--- src/rtl/mprj_io_cfg_loader_if.sv ---
// mprj_io_cfg_loader_if
// Bundles the loader's request/status handshake, register-file read port and
// serial pad-configuration chain signals.
//   start, busy, done            : sequence request and status
//   cfg_addr, cfg_rd, cfg_rdata  : register-file read port (rdata one cycle after rd)
//   serial_clock/data_out/load   : pad configuration chain
// Optional (macro MPRJ_CFG_READBACK_EN): serial_data_in, rb_valid, rb_addr, rb_data.
// Modports: master = loader side, slave = register file / chain side.
interface mprj_io_cfg_loader_if #(
    parameter int NUM_PADS = 38,
    parameter int CFG_BITS = 13
);
    localparam int AW = (NUM_PADS > 1) ? $clog2(NUM_PADS) : 1;

    logic                start;
    logic                busy;
    logic                done;
    logic [AW-1:0]       cfg_addr;
    logic                cfg_rd;
    logic [CFG_BITS-1:0] cfg_rdata;
    logic                serial_clock;
    logic                serial_data_out;
    logic                serial_load;
`ifdef MPRJ_CFG_READBACK_EN
    logic                serial_data_in;
    logic                rb_valid;
    logic [AW-1:0]       rb_addr;
    logic [CFG_BITS-1:0] rb_data;

    modport master (
        input  start, cfg_rdata, serial_data_in,
        output busy, done, cfg_addr, cfg_rd, serial_clock, serial_data_out,
               serial_load, rb_valid, rb_addr, rb_data
    );
    modport slave (
        output start, cfg_rdata, serial_data_in,
        input  busy, done, cfg_addr, cfg_rd, serial_clock, serial_data_out,
               serial_load, rb_valid, rb_addr, rb_data
    );
`else
    modport master (
        input  start, cfg_rdata,
        output busy, done, cfg_addr, cfg_rd, serial_clock, serial_data_out,
               serial_load
    );
    modport slave (
        output start, cfg_rdata,
        input  busy, done, cfg_addr, cfg_rd, serial_clock, serial_data_out,
               serial_load
    );
`endif
endinterface

--- src/rtl/mprj_io_cfg_loader.sv ---
// mprj_io_cfg_loader
// Programs the user-project GPIO pad configuration chain. On start, reads each
// pad's word from the register file (highest pad first), shifts it MSB first on
// a divided serial clock, then pulses serial_load so all pads latch together.
// Ports:
//   wb_clk_i : system clock (rising edge)
//   wb_rst_i : synchronous active-high reset
//   bus      : mprj_io_cfg_loader_if.master (handshake, regfile port, chain)
// Optional macro MPRJ_CFG_READBACK_EN: captures the chain tail (serial_data_in)
// and reports each pad's previous contents on rb_valid/rb_addr/rb_data.
//
// state     | meaning
// ----------+-----------------------------------------------------------
// S_IDLE    | waiting for start
// S_FETCH_RD| cfg_rd asserted with cfg_addr = pad pointer
// S_FETCH_CP| capture cfg_rdata into shift register
// S_SHIFT   | shift bits: low phase then high phase, CLK_DIV cycles each
// S_LOAD    | serial_load high for 2*CLK_DIV cycles
// S_DONE    | one-cycle done pulse, busy low
module mprj_io_cfg_loader #(
    parameter int NUM_PADS = 38,
    parameter int CFG_BITS = 13,
    parameter int CLK_DIV  = 2
) (
    input logic                  wb_clk_i,
    input logic                  wb_rst_i,
    mprj_io_cfg_loader_if.master bus
);
    localparam int AW = (NUM_PADS > 1) ? $clog2(NUM_PADS) : 1;
    localparam int BW = (CFG_BITS > 1) ? $clog2(CFG_BITS) : 1;
    localparam int TW = $clog2(2*CLK_DIV + 1);

    localparam logic [TW-1:0] PHASE_LEN = TW'(CLK_DIV - 1);
    localparam logic [TW-1:0] LOAD_LEN  = TW'(2*CLK_DIV - 1);
    localparam logic [BW-1:0] LAST_BIT  = BW'(CFG_BITS - 1);
    localparam logic [AW-1:0] TOP_PAD   = AW'(NUM_PADS - 1);

    typedef enum logic [2:0] {
        S_IDLE, S_FETCH_RD, S_FETCH_CP, S_SHIFT, S_LOAD, S_DONE
    } state_t;

    state_t              state_q, state_d;
    logic [AW-1:0]       ptr_q;
    logic [BW-1:0]       bit_q;
    logic [TW-1:0]       tmr_q;
    logic                hi_q;
    logic [CFG_BITS-1:0] shift_q;

    logic tmr_zero, bit_end, last_bit;
    logic busy_c, done_c, rd_c, sclk_c, sdo_c, load_c;

    assign tmr_zero = (tmr_q == '0);
    assign bit_end  = (state_q == S_SHIFT) && hi_q && tmr_zero;
    assign last_bit = bit_end && (bit_q == '0);

    always_ff @(posedge wb_clk_i) begin
        if (wb_rst_i) state_q <= S_IDLE;
        else          state_q <= state_d;
    end

    always_comb begin
        state_d = state_q;
        busy_c  = 1'b0;
        done_c  = 1'b0;
        rd_c    = 1'b0;
        sclk_c  = 1'b0;
        sdo_c   = 1'b0;
        load_c  = 1'b0;
        case (state_q)
            S_IDLE: begin
                if (bus.start) state_d = S_FETCH_RD;
            end
            S_FETCH_RD: begin
                busy_c  = 1'b1;
                rd_c    = 1'b1;
                state_d = S_FETCH_CP;
            end
            S_FETCH_CP: begin
                busy_c  = 1'b1;
                state_d = S_SHIFT;
            end
            S_SHIFT: begin
                busy_c = 1'b1;
                sclk_c = hi_q;
                sdo_c  = shift_q[CFG_BITS-1];
                if (last_bit) state_d = (ptr_q == '0) ? S_LOAD : S_FETCH_RD;
            end
            S_LOAD: begin
                busy_c = 1'b1;
                load_c = 1'b1;
                if (tmr_zero) state_d = S_DONE;
            end
            S_DONE: begin
                done_c  = 1'b1;
                state_d = S_IDLE;
            end
            default: state_d = S_IDLE;
        endcase
    end

    // Datapath: pad pointer, bit counter, phase/load timer and shift register.
    always_ff @(posedge wb_clk_i) begin
        if (wb_rst_i) begin
            ptr_q   <= '0;
            bit_q   <= '0;
            tmr_q   <= '0;
            hi_q    <= 1'b0;
            shift_q <= '0;
        end else begin
            case (state_q)
                S_IDLE: begin
                    if (bus.start) ptr_q <= TOP_PAD;
                end
                S_FETCH_CP: begin
                    shift_q <= bus.cfg_rdata;
                    bit_q   <= LAST_BIT;
                    tmr_q   <= PHASE_LEN;
                    hi_q    <= 1'b0;
                end
                S_SHIFT: begin
                    if (!tmr_zero) begin
                        tmr_q <= tmr_q - 1'b1;
                    end else if (!hi_q) begin
                        hi_q  <= 1'b1;
                        tmr_q <= PHASE_LEN;
                    end else begin
                        // End of high phase: next bit starts a fresh low phase,
                        // so data only changes as serial_clock falls.
                        hi_q  <= 1'b0;
                        tmr_q <= PHASE_LEN;
                        if (bit_q != '0) begin
                            bit_q   <= bit_q - 1'b1;
                            shift_q <= {shift_q[CFG_BITS-2:0], 1'b0};
                        end else if (ptr_q != '0) begin
                            ptr_q <= ptr_q - 1'b1;
                        end else begin
                            tmr_q <= LOAD_LEN;
                        end
                    end
                end
                S_LOAD: begin
                    if (!tmr_zero) tmr_q <= tmr_q - 1'b1;
                end
                default: ;
            endcase
        end
    end

    assign bus.busy            = busy_c;
    assign bus.done            = done_c;
    assign bus.cfg_rd          = rd_c;
    assign bus.cfg_addr        = ptr_q;
    assign bus.serial_clock    = sclk_c;
    assign bus.serial_data_out = sdo_c;
    assign bus.serial_load     = load_c;

`ifdef MPRJ_CFG_READBACK_EN
    logic [CFG_BITS-1:0] rb_shift_q, rb_data_q;
    logic [AW-1:0]       rb_addr_q;
    logic                rb_valid_q;

    // The tail is sampled on the edge that raises serial_clock, i.e. before the
    // chain shifts, so the bit seen is the one leaving the last pad.
    always_ff @(posedge wb_clk_i) begin
        if (wb_rst_i) begin
            rb_shift_q <= '0;
            rb_data_q  <= '0;
            rb_addr_q  <= '0;
            rb_valid_q <= 1'b0;
        end else begin
            if ((state_q == S_SHIFT) && !hi_q && tmr_zero)
                rb_shift_q <= {rb_shift_q[CFG_BITS-2:0], bus.serial_data_in};
            rb_valid_q <= last_bit;
            if (last_bit) begin
                rb_data_q <= rb_shift_q;
                rb_addr_q <= ptr_q;
            end
        end
    end

    assign bus.rb_valid = rb_valid_q;
    assign bus.rb_addr  = rb_addr_q;
    assign bus.rb_data  = rb_data_q;
`endif
endmodule
--- src/flat_wrapper.sv ---
// flat-port wrapper written by rule: the top's interface ports become plain ports
module mprj_io_cfg_loader_flat 
#(
    parameter int NUM_PADS = 38,
    parameter int CFG_BITS = 13,
    parameter int CLK_DIV  = 2
)
  (wb_clk_i, wb_rst_i, bus_start, bus_cfg_rdata, bus_busy, bus_done, bus_cfg_addr, bus_cfg_rd, bus_serial_clock, bus_serial_data_out, bus_serial_load);
  mprj_io_cfg_loader_if #(.NUM_PADS(NUM_PADS), .CFG_BITS(CFG_BITS)) bus_i ();
  input logic wb_clk_i;
  input logic wb_rst_i;
  input wire logic [$bits(bus_i.start)-1:0] bus_start;
  input wire logic [$bits(bus_i.cfg_rdata)-1:0] bus_cfg_rdata;
  output wire logic [$bits(bus_i.busy)-1:0] bus_busy;
  output wire logic [$bits(bus_i.done)-1:0] bus_done;
  output wire logic [$bits(bus_i.cfg_addr)-1:0] bus_cfg_addr;
  output wire logic [$bits(bus_i.cfg_rd)-1:0] bus_cfg_rd;
  output wire logic [$bits(bus_i.serial_clock)-1:0] bus_serial_clock;
  output wire logic [$bits(bus_i.serial_data_out)-1:0] bus_serial_data_out;
  output wire logic [$bits(bus_i.serial_load)-1:0] bus_serial_load;
  assign bus_i.start = bus_start;
  assign bus_i.cfg_rdata = bus_cfg_rdata;
  assign bus_busy = bus_i.busy;
  assign bus_done = bus_i.done;
  assign bus_cfg_addr = bus_i.cfg_addr;
  assign bus_cfg_rd = bus_i.cfg_rd;
  assign bus_serial_clock = bus_i.serial_clock;
  assign bus_serial_data_out = bus_i.serial_data_out;
  assign bus_serial_load = bus_i.serial_load;
  mprj_io_cfg_loader #(.NUM_PADS(NUM_PADS), .CFG_BITS(CFG_BITS), .CLK_DIV(CLK_DIV)) u_core (.wb_clk_i(wb_clk_i), .wb_rst_i(wb_rst_i), .bus(bus_i));
endmodule
--- config.mk ---
export PLATFORM = sky130hd
export DESIGN_NAME = mprj_io_cfg_loader_flat
export DESIGN_NICKNAME = d
export VERILOG_FILES = /design/src/rtl/mprj_io_cfg_loader_if.sv /design/src/rtl/mprj_io_cfg_loader.sv /design/src/flat_wrapper.sv
export SDC_FILE = /design/constraint.sdc
export NUM_CORES = 1
export LEC_CHECK = 0
export ABC_CLOCK_PERIOD_IN_PS = 4400
export BUFFER_PORTS_ARGS = -buffer_cell sky130_fd_sc_hd__buf_2
export CORE_MARGIN = 1.5
export CORE_UTILIZATION = 54
export DETAILED_ROUTE_END_ITERATION = 16
export PLACE_DENSITY_LB_ADDON = 0.1
export SYNTH_ARGS = -nofsm -noshare
export SYNTH_HDL_FRONTEND = slang
export SYNTH_SLANG_ARGS = --single-unit
export TNS_END_PERCENT = 30
--- constraint.sdc ---
create_clock -name wb_clk_i -period 4.4 [get_ports wb_clk_i]
set_input_delay 1.1 -clock wb_clk_i [delete_from_list [all_inputs] [get_ports wb_clk_i]]
set_output_delay 1.1 -clock wb_clk_i [all_outputs]
set_load 0.005 [all_outputs]
==> impl_metrics.yaml <==
setup_path:
  r2r_cells: 4
  start_kind: "flop"
  slowest_stage: "and3b_1"
  worstSetupEndpointType: "output port"
  worst_ep_required_time_ps: 3300
  crit_type: "flop to output port"
  crit_path_max_incr_delay_ps: 810
  path_cells: "and3b_1, and2_1, buf_2"
  cp_max_fo: 24
  crit_arrival_ps: 2230
clocking:
  postCtsSetupRepairBufs: 0
  root_buffer: "clkbuf_4"
  clk_pin_slew_ps: 100
  cts_buffer_depth: 2
  cts-buffers-inserted: 5
  htree_levels: 2
  clk_latency_ps: 330
  cts_resized: 0
  cts_tree: "built"
  postCtsHoldBufs: 0
  clock-sinks: 30
finish:
  nFillCells: 298
  stdcell_area_um2: 1974
  area_delta_synth_final_pct: 9.812
  utilization_pct: 63.63
  nNetsFinal: 261
  n_antenna_cell: 0
  final_cells: 285
  layout-drive-gt1-share_pct: 19.50
synth:
  synthTopCellsByArea: "dfxtp_1 33%, a311oi_1 6.8%, a21oi_1 6.4%"
  synth.mux.area_fraction_pct: 1.113
  syn_inst: 223
  synth_area_um2: 1798
  synth_top_family_by_area: "simple AND/OR/NAND/NOR gates"
  synth_top_cell_area_share_pct: 33.40
  ys.warnings.count: 0
  ys_seq_elements: 30
  syn-num-nets: 244
  synth-compound-area-share_pct: 26.30
  ys.flop_type: "dfxtp_1"
  synth_simple_gate_area_share_pct: 28.32
  syn-mean-instance-area_um2: 8.063
  synthArstFlopShare_pct: 0
  synth-xor-area-share_pct: 0.9743
  ys_seq_area_share_pct: 33.40
  synth_fa_ha_area_share_pct: 3.479
  ys_types: 50
  netlist.top_cell.by_area: "dfxtp_1"
  synth_edf_count: 0
sta:
  period_share_pct: 75.64
  final_hold_viol_count: 0
  finClkSkew_ps: 5.808
  finalMaxSlewViolations: 0
  slew-limit-headroom_pct: 39.36
  tns_ps: 0
  worst_pin_slew_ps: 903.6
  fmax_mhz: 300.5
  setup_ws_ps: 1072
  min_period_ps: 3328
  finalSetupViolations: 0
  rsz0062_at_grt: "no"
pwr:
  p_leak_nw: 0.7530
  power_density_nw_per_um2: 344.9
  ir_worst_vdd_mv: 0.2953
status:
  outcome: "finished clean"
floorplanning:
  start_util_pct: 57.94
  core_area_um2: 3103
  rows: 20
  fp.dieH_um: 60.70
  die-area_um2: 3684
  top_level_ports: 28
  die_x_um: 60.70
place:
  port_buffers: 27
  post-place-ws_ps: 1456
  gp_congestion: 0.8323
  post-dp-hpwl_um: 2908
  postPlaceCellArea_um2: 1911
  place_inst: 277
detailed_routing:
  vias: 1711
  remaining_drc_errors: 0
  postRouteAntennaNets: 0
  first_pass_iters: 4
  drt_iter0_drc: 171
  wl_um: 4152
  wl_per_cell_um: 14.57
  vias_per_cell: 6.004
hold_path:
  min_path_type: "flop to flop"
  holdPathStages: 2
global_routing:
  grt_pass1_vias: 1411
  antenna_found_initial: 0
  grt_max_degree: 32
  grt_pass1_wl_um: 6755
  grt_usage_pct: 24.27
  grt-ovfl-total: 0
job:
  cap_violations: 0
## metal layers
metal | GRT usage (%) | up-vias | wire [um] | share of wire [%]
met5 | 0 | - | 0 | 0
met1 | 37.27 | 805 | 2072 | 50
met4 | 7.453 | 0 | 44 | 1.1
met3 | 3.838 | 6 | 198 | 4.8
met2 | 34.72 | 47 | 1836 | 44
li1 | - | 853 | - | -
## worst max-delay path, delay by kind of cell, from the launching register on
family,cells,cell delay [ps]
flops,1,760
simple gates,2,1030
buf+inv,1,110
## area by class of cell
type                    instances  area, um2  share of cell area, %
multi-input cells             167       1082                  54.82
flip-flops and latches         30      600.6                  30.42
repair buffers                 28      142.6                  7.224
well taps                      44      55.05                  2.788
clock buffers                   6      51.30                  2.598
inverters                       8      30.03                  1.521
clock inverters                 2      12.51                 0.6337
## report_power, final
| group | internal, mW | switching, mW |
|---|---|---|
| Combinational | 0.0738 | 0.100 |
| Sequential | 0.297 | 0.0307 |
| Clock | 0.0768 | 0.103 |
## layout by cell type (no fill, tap or decap), types with 4 or more instances in the layout
master | netlist | routed
a21oi_1 | 23 | 23
a311oi_1 | 14 | 14
a31oi_1 | 4 | 4
buf_2 | 5 | 27
clkbuf_4 | 0 | 5
dfxtp_1 | 30 | 30
ha_1 | 5 | 5
inv_1 | 8 | 8
nand2_1 | 30 | 30
nand2b_1 | 6 | 6
nor2_1 | 12 | 12
nor2b_1 | 4 | 4
nor3_1 | 5 | 5
nor4_1 | 5 | 5
o21ai_0 | 5 | 5
or3_1 | 8 | 8
## kinds of logic after synthesis
kind of cell	count (synthesis)
and+or+nand+nor	91
AOI/OAI and AO/OA	67
DFF	30
buffers and inverters	26
adders and majority gates	5
xor gates and xnor gates	2
muxes	2
## flip-flops by register name, indices dropped and copies added, names as in the netlist
name and flops:
u_core.state_q 3, u_core.tmr_q 3, u_core.shift_q 13, u_core.hi_q 1, u_core.bus.cfg_addr 6, u_core.bit_q 4
## stage by stage
stage	hold WS [ps]	total power [mW]
2_1_floorplan	449.9	0.4618
3_3_place_gp	462.2	0.4984
3_5_place_dp	467.5	0.5053
4_1_cts	477.6	0.6821
5_1_grt	500.8	0.7268
6_report	481.4	0.6810
## Yosys cell counts, drive strengths merged (2+ instances only)
library cell  count
dfxtp            30
nand2            30
a21oi            23
a311oi           14
nor2             12
clkbuf           10
buf               8
inv               8
o21ai             8
or3               8
nand2b            6
a31oi             5
ha                5
nor3              5
nor4              5
a2111oi           4
nor2b             4
nor3b             4
and2              3
nand3             3
nand3b            3
a211oi            2
a22oi             2
and3b             2
mux2i             2
xnor2             2
## path summary, 6_finish.rpt
kind | startpoint | to | slack (ps)
setup / recovery | u_core.state_q[0] | bus_serial_clock | 1070
hold / removal | u_core.shift_q[10] | u_core.shift_q[11] | 480
setup reg to reg | u_core.state_q[0] | u_core.bus.cfg_addr[5] | 1980
hold reg to reg | u_core.shift_q[10] | u_core.shift_q[11] | 480
(Power assumes the default switching activity.)
